--- src/rtl/wb_arb_pkg.sv ---
// rtl/wb_arb_pkg.sv - shared constants, pending-entry record and grant encoding
package wb_arb_pkg;

  localparam int WB_DATA_W = 32;

  localparam logic [4:0] REG_ZERO = 5'd0;
  localparam logic [4:0] REG_LINK = 5'd31;

  typedef struct packed {
    logic                 valid;
    logic                 kill;
    logic [4:0]           dest;
    logic [WB_DATA_W-1:0] data;
  } pend_entry_t;

  typedef enum logic [1:0] {
    IDLE  = 2'd0,
    CORE  = 2'd1,
    DRAIN = 2'd2,
    FORCE = 2'd3
  } grant_e;

endpackage

--- src/rtl/wb_pend_fifo.sv ---
// rtl/wb_pend_fifo.sv - 2-entry pending-result FIFO with per-entry kill-match
module wb_pend_fifo
  import wb_arb_pkg::*;
(
  input  logic                 i_clk,
  input  logic                 i_rst,
  input  logic                 i_push,
  input  logic [4:0]           i_push_dest,
  input  logic [WB_DATA_W-1:0] i_push_data,
  input  logic                 i_pop,
  input  logic                 i_kill_en,
  input  logic [4:0]           i_kill_addr,
  output pend_entry_t          o_head,
  output logic [1:0]           o_count
);

  pend_entry_t [1:0] r_ent;
  pend_entry_t [1:0] w_ent_nxt;
  logic [1:0]        r_count;
  logic [1:0]        w_count_nxt;
  pend_entry_t       w_new;

  always_comb begin
    w_ent_nxt   = r_ent;
    w_count_nxt = r_count;
    w_new       = '{valid: 1'b1, kill: 1'b0, dest: i_push_dest, data: i_push_data};

    // Kill is applied to older entries before the push, so a same-cycle push survives.
    for (int i = 0; i < 2; i++) begin
      if (i_kill_en && w_ent_nxt[i].valid && (w_ent_nxt[i].dest == i_kill_addr)) begin
        w_ent_nxt[i].kill = 1'b1;
      end
    end

    if (i_pop && (r_count != 2'd0)) begin
      w_ent_nxt[0] = w_ent_nxt[1];
      w_ent_nxt[1] = '0;
      w_count_nxt  = w_count_nxt - 2'd1;
    end

    if (i_push) begin
      if (w_count_nxt == 2'd0) begin
        w_ent_nxt[0] = w_new;
      end else begin
        w_ent_nxt[1] = w_new;
      end
      w_count_nxt = w_count_nxt + 2'd1;
    end
  end

  always_ff @(posedge i_clk or posedge i_rst) begin
    if (i_rst) begin
      r_ent   <= '0;
      r_count <= 2'd0;
    end else begin
      r_ent   <= w_ent_nxt;
      r_count <= w_count_nxt;
    end
  end

  assign o_head  = r_ent[0];
  assign o_count = r_count;

endmodule

--- src/rtl/wb_port_arbiter.sv ---
// rtl/wb_port_arbiter.sv - register-file write-port arbiter, core vs long-unit results
// Optional same-cycle long-unit bypass when WB_BYPASS_EN is defined.
module wb_port_arbiter
  import wb_arb_pkg::*;
#(
  parameter int DATA_W     = 32,
  parameter int STARVE_MAX = 4
) (
  input  logic              clk,
  input  logic              rst,
  input  logic              core_we,
  input  logic              core_jal,
  input  logic [4:0]        core_dest,
  input  logic [DATA_W-1:0] core_data,
  input  logic [DATA_W-1:0] core_link,
  output logic              core_stall,
  input  logic              lu_valid,
  output logic              lu_ready,
  input  logic [4:0]        lu_dest,
  input  logic [DATA_W-1:0] lu_data,
  output logic              rf_we,
  output logic [4:0]        rf_waddr,
  output logic [DATA_W-1:0] rf_wdata,
  output logic [1:0]        pend_count
);

  localparam logic [3:0] STARVE_LIM = 4'(STARVE_MAX);

  pend_entry_t       w_head;
  logic [1:0]        w_count;
  logic [3:0]        r_starve_cnt;
  grant_e            w_grant;
  logic [4:0]        w_core_dest;
  logic [DATA_W-1:0] w_core_wdata;
  logic              w_core_req;
  logic              w_head_live;
  logic              w_head_dead;
  logic              w_bypass;
  logic              w_push;
  logic              w_pop;

  assign w_core_dest  = core_jal ? REG_LINK : core_dest;
  assign w_core_wdata = core_jal ? core_link : core_data;
  assign w_core_req   = core_we && (w_core_dest != REG_ZERO);
  assign w_head_live  = w_head.valid && !w_head.kill;
  assign w_head_dead  = w_head.valid && w_head.kill;

  assign lu_ready   = !rst && (w_count != 2'd2);
  assign pend_count = w_count;

  always_comb begin
    w_grant    = IDLE;
    w_bypass   = 1'b0;
    rf_we      = 1'b0;
    rf_waddr   = REG_ZERO;
    rf_wdata   = '0;
    core_stall = 1'b0;

    if (!rst) begin
      if ((r_starve_cnt == STARVE_LIM) && w_head_live) w_grant = FORCE;
      else if (w_core_req)                             w_grant = CORE;
      else if (w_head_live)                            w_grant = DRAIN;
`ifdef WB_BYPASS_EN
      else if ((w_count == 2'd0) && lu_valid && (lu_dest != REG_ZERO)) w_bypass = 1'b1;
`endif
    end

    case (w_grant)
      FORCE: begin
        core_stall = 1'b1;
        rf_we      = 1'b1;
        rf_waddr   = w_head.dest;
        rf_wdata   = w_head.data;
      end
      CORE: begin
        rf_we    = 1'b1;
        rf_waddr = w_core_dest;
        rf_wdata = w_core_wdata;
      end
      DRAIN: begin
        rf_we    = 1'b1;
        rf_waddr = w_head.dest;
        rf_wdata = w_head.data;
      end
      default: begin
        if (w_bypass) begin
          rf_we    = 1'b1;
          rf_waddr = lu_dest;
          rf_wdata = lu_data;
        end
      end
    endcase
  end

  // A killed head leaves through the same single pop slot as a drained one.
  assign w_pop  = (w_grant == FORCE) || (w_grant == DRAIN) || w_head_dead;
  assign w_push = lu_valid && lu_ready && (lu_dest != REG_ZERO) && !w_bypass;

  wb_pend_fifo u_fifo (
    .i_clk       (clk),
    .i_rst       (rst),
    .i_push      (w_push),
    .i_push_dest (lu_dest),
    .i_push_data (lu_data),
    .i_pop       (w_pop),
    .i_kill_en   (w_grant == CORE),
    .i_kill_addr (w_core_dest),
    .o_head      (w_head),
    .o_count     (w_count)
  );

  always_ff @(posedge clk or posedge rst) begin
    if (rst) begin
      r_starve_cnt <= 4'd0;
    end else if ((w_grant == FORCE) || (w_grant == DRAIN) || (w_count == 2'd0)) begin
      r_starve_cnt <= 4'd0;
    end else if ((w_grant == CORE) && w_head_live && (r_starve_cnt != STARVE_LIM)) begin
      r_starve_cnt <= r_starve_cnt + 4'd1;
    end
  end

endmodule

--- config.mk ---
export PLATFORM = sky130hd
export DESIGN_NAME = wb_port_arbiter
export DESIGN_NICKNAME = d
export VERILOG_FILES = /design/src/rtl/wb_arb_pkg.sv /design/src/rtl/wb_pend_fifo.sv /design/src/rtl/wb_port_arbiter.sv
export SDC_FILE = /design/constraint.sdc
export NUM_CORES = 1
export LEC_CHECK = 0
export ABC_AREA = 1
export BUFFER_PORTS_ARGS = -buffer_cell sky130_fd_sc_hd__buf_2
export CAP_MARGIN = 5
export CORE_ASPECT_RATIO = 0.75
export CORE_MARGIN = 2
export CORE_UTILIZATION = 45
export CTS_CLUSTER_SIZE = 28
export DETAILED_ROUTE_END_ITERATION = 7
export PLACE_DENSITY = 0.71
export SLEW_MARGIN = 20
export SYNTH_ARGS = -nofsm -noshare
export SYNTH_HDL_FRONTEND = slang
export SYNTH_HIERARCHICAL = 1
export SYNTH_SLANG_ARGS = --single-unit
export TNS_END_PERCENT = 20
--- constraint.sdc ---
create_clock -name clk -period 5.1 [get_ports clk]
set_clock_uncertainty 0.2 [all_clocks]
set_input_delay 1.02 -clock clk [delete_from_list [all_inputs] [get_ports clk]]
set_output_delay 1.02 -clock clk [all_outputs]
set_load 0.02 [all_outputs]
==> out/qor.csv <==
metric,value,unit
critical path's largest stage delay,0.50,ns
largest delay contributor family on the critical path,buffers and inverters,
total number of placement rows,33,
detailed router's first-iteration violation count,280,
Hold/Removal Path Class,flop to flop,
Worst path slowest cell,sky130_fd_sc_hd__buf_4,
number of ports placed on the die boundary,153,
sort of element at the end of the critical path,flop,
number of buffers added to fix hold violations after cts,0,
MaxCap Viol Count,0,
WS Path Type,input pin to flop,
worst reg2reg startpoint,r_starve_cnt[0],
"leading cell type in the layout, fill and taps excluded",sky130_fd_sc_hd__nand2_1,
final hold slack,0.312,ns
post-placement setup slack,0.775,ns
placer congestion estimate,0.922,
number of clock sinks seen by CTS,84,
compound-gate portion of the synthesized area,9.70,%
antenna violations before repair,0,
clock tree from TritonCTS,yes,
final cell area excluding filler cells,0.00592,sq mm
sequential area share after synthesis,40.6,%
worst-case setup margin in the final layout,1.10,ns
setup repair after global routing missed its margin,no,
number of buffer and inverter stages on the critical path,5,
CTS root buffer,sky130_fd_sc_hd__clkbuf_16,
area of combinational cells with multiple inputs,0.00235,sq mm
worst path arrival time,4.04,ns
Final Max Tran Viols,0,
post-placement cell count,911,
pin count of the biggest net entering global routing,53,
die outline height,96.9,um
router iterations before antenna repair,5,
Psw,1.17,mW
ratio of cells with drive above 1 in the final layout,28.3,%
number of nets at the end of the flow,897,
antenna diode count,0,
standby leakage power,3.18,nW
fraction of the mapped netlist area in adder cells,0.967,%
library cell with the largest summed area after synthesis,sky130_fd_sc_hd__dfrtp_1,
xor and xnor area share after synthesis,0.822,%
Yosys top cell area share,40.6,%
post-synthesis instance area,0.00517,sq mm
Layout fillers,1052,
area share of and/or/nand/nor cells after synthesis,26.9,%
top routing layer in use,met4,
share of power burned in registers,38.3,%
Synth Area per Inst,7.52,sq um
internal power contribution,1.79,mW
total global routing track utilization,21.5,%
relative slew slack,55.3,%
Layout Utilization,53.5,%
result of the run,"finished, final reports clean",
Pwr Density,501,mW/mm^2
met2 routed WL,6.14,mm
Peak supply drop,222,uV
hold path start,u_fifo/r_ent[77],
Initial Utilization,46.8,%
CTS clock-pin slew for the worst setup and hold paths,0.06,ns
area growth from synthesis to layout,14.3,%
setup_tns,0,ns
routed length on met3,784,um
"top library cells by usage in the layout, fill and taps aside","sky130_fd_sc_hd__nand2_1, sky130_fd_sc_hd__buf_2, sky130_fd_sc_hd__dfrtp_1",
maximum frequency from static timing analysis,0.250,GHz
H-tree level count,3,
number of antenna-violating nets in the routed design,0,
count of unique library cells instantiated by Yosys,30,
number of clock buffers inserted by TritonCTS,9,
wire length the detailed router placed on met1,5.88,mm
Resized cells post-CTS,0,
via count of the first global-routing pass,4657,
switching share of total power,39.5,%
die span in x,128,um
share of total power in combinational logic,39.0,%
first-pass GRT wire length,21.8,mm
Final setup viols,0,
Tcrit/Tclk final,78.5,%
clk_lat worst skew,0.33,ns
final hold violations,0,
total chip power,2.96,mW
Synth Warn #,6,
wire length after detailed routing,12.9,mm
crit path launch type,input pin,
via count,4652,
Synth Instances,688,
CP Max Fanout,48,
slew at the pin with the worst max-slew slack,0.671,ns
Critical Path Start,rst,
core area,0.0111,sq mm
number of setup buffers added after CTS,0,
FF+latch area,0.00210,sq mm
vias per std cell,5.03,
Area after DPL,0.00561,sq mm
Post-Layout Cell Count,925,
min cycle time layout,4.00,ns
mean routed wirelength per cell,13.9,um
CP cell instances,"buf_2, inv_1, nand3_2, inv_1, nand2_1, nand2_1, nand2_2, inv_2, o21ai_0, ha_1, nand2_2, buf_4, o211ai_1, o21ai_0",
multiplexer share of the synthesized area,6.96,%
WP data required,5.13,ns
DP HPWL,9.05,mm
synthesized flop and latch total,84,
combinational family with the most area after synthesis,simple AND/OR/NAND/NOR gates,
IO buf count,152,
buffer depth of the longest clock path,2,
DRC,0,
syn_nets,803,
cells taking the most area after synthesis,"sky130_fd_sc_hd__dfrtp_1, sky130_fd_sc_hd__nand2_1, sky130_fd_sc_hd__buf_4",
Overflow after GRT,0,
relative contribution of the clock network to total power,22.6,%
Die Area,0.0124,sq mm
routing by layer:
metal | track usage, % | up-vias
met5 | 0 | -
met4 | 5.49 | 0
met3 | 4.15 | 9
met2 | 35.8 | 166
met1 | 29.0 | 2154
li1 | - | 2323
synth_stat cells:
| cell | n |
|---|---|
| sky130_fd_sc_hd__o22ai_1 | 6 |
| sky130_fd_sc_hd__nand3b_1 | 1 |
| sky130_fd_sc_hd__dfrtp_1 | 84 |
| sky130_fd_sc_hd__nor2_2 | 1 |
| sky130_fd_sc_hd__a21oi_1 | 3 |
| sky130_fd_sc_hd__buf_4 | 52 |
| sky130_fd_sc_hd__nor3_2 | 1 |
| sky130_fd_sc_hd__o211ai_1 | 6 |
| sky130_fd_sc_hd__nand2_1 | 288 |
| sky130_fd_sc_hd__buf_6 | 9 |
| sky130_fd_sc_hd__nand3_1 | 6 |
| sky130_fd_sc_hd__inv_1 | 40 |
| sky130_fd_sc_hd__nand3_2 | 1 |
| sky130_fd_sc_hd__nor2_1 | 48 |
| sky130_fd_sc_hd__clkbuf_2 | 1 |
| sky130_fd_sc_hd__nand4_1 | 2 |
| sky130_fd_sc_hd__clkbuf_1 | 4 |
| sky130_fd_sc_hd__ha_1 | 4 |
| sky130_fd_sc_hd__a31oi_1 | 31 |
| sky130_fd_sc_hd__xor2_2 | 1 |
| sky130_fd_sc_hd__o21ai_0 | 36 |
| sky130_fd_sc_hd__xor2_1 | 3 |
| sky130_fd_sc_hd__nor3_1 | 1 |
| sky130_fd_sc_hd__nor2_4 | 1 |
| sky130_fd_sc_hd__o21ai_1 | 6 |
| sky130_fd_sc_hd__inv_2 | 4 |
| sky130_fd_sc_hd__buf_2 | 10 |
| sky130_fd_sc_hd__nand2_2 | 1 |
| sky130_fd_sc_hd__mux2_2 | 32 |
| sky130_fd_sc_hd__or2_2 | 5 |
layout make-up:
class,instances,share of cell area [%]
sequential,84,35.5
inverter,44,2.81
clock inverter,5,1.33
timing repair buffer,159,13.7
clock buffer,9,3.81
tap,140,2.96
multi-input combinational,484,39.8
final timing paths:
| check | endpoint | slack, ns | cells after the start |
|---|---|---|---|
| max in group asynchronous | u_fifo/r_ent[58] | 3.10 | 3 |
| worst min-delay path | u_fifo/r_ent[77] | 0.31 | 2 |
| min in group asynchronous | r_starve_cnt[1] | 0.45 | 2 |
| worst max-delay path | u_fifo/o_head[28] | 1.10 | 14 |
| worst max register to register | u_fifo/o_head[28] | 1.47 | 14 |
| worst min register to register | u_fifo/r_ent[77] | 0.31 | 2 |
sequential cells by signal (all words and copies together), names as in the netlist:
| signal | count |
|---|---|
| u_fifo/o_count | 2 |
| r_starve_cnt | 4 |
| u_fifo/o_head | 39 |
| u_fifo/r_ent | 39 |
kinds of logic after synthesis:
group	Yosys count
and+or+nand+nor	356
buffers and inverters	120
AOI/OAI and AO/OA	88
DFF	84
muxes	32
xor gates and xnor gates	4
adders and majority gates	4
power groups by stage:
| stage | sequential [mW] | combinational, mW | clock, mW |
|---|---|---|---|
| floorplan | 1.09 | 1.12 | 0 |
| global placement | 1.13 | 1.10 | 0 |
| detailed placement | 1.14 | 1.15 | 0 |
| CTS | 1.13 | 1.16 | 0.686 |
| global route | 1.17 | 1.32 | 0.713 |
| finish | 1.14 | 1.16 | 0.671 |
worst min-delay path, cell delays in order (launching register included):
cell and delay [ns]:
sky130_fd_sc_hd__dfrtp_1 0.37, sky130_fd_sc_hd__nand2_1 0.06, sky130_fd_sc_hd__nand2_1 0.05
No activity file was read; power rests on OpenSTA's default activity.
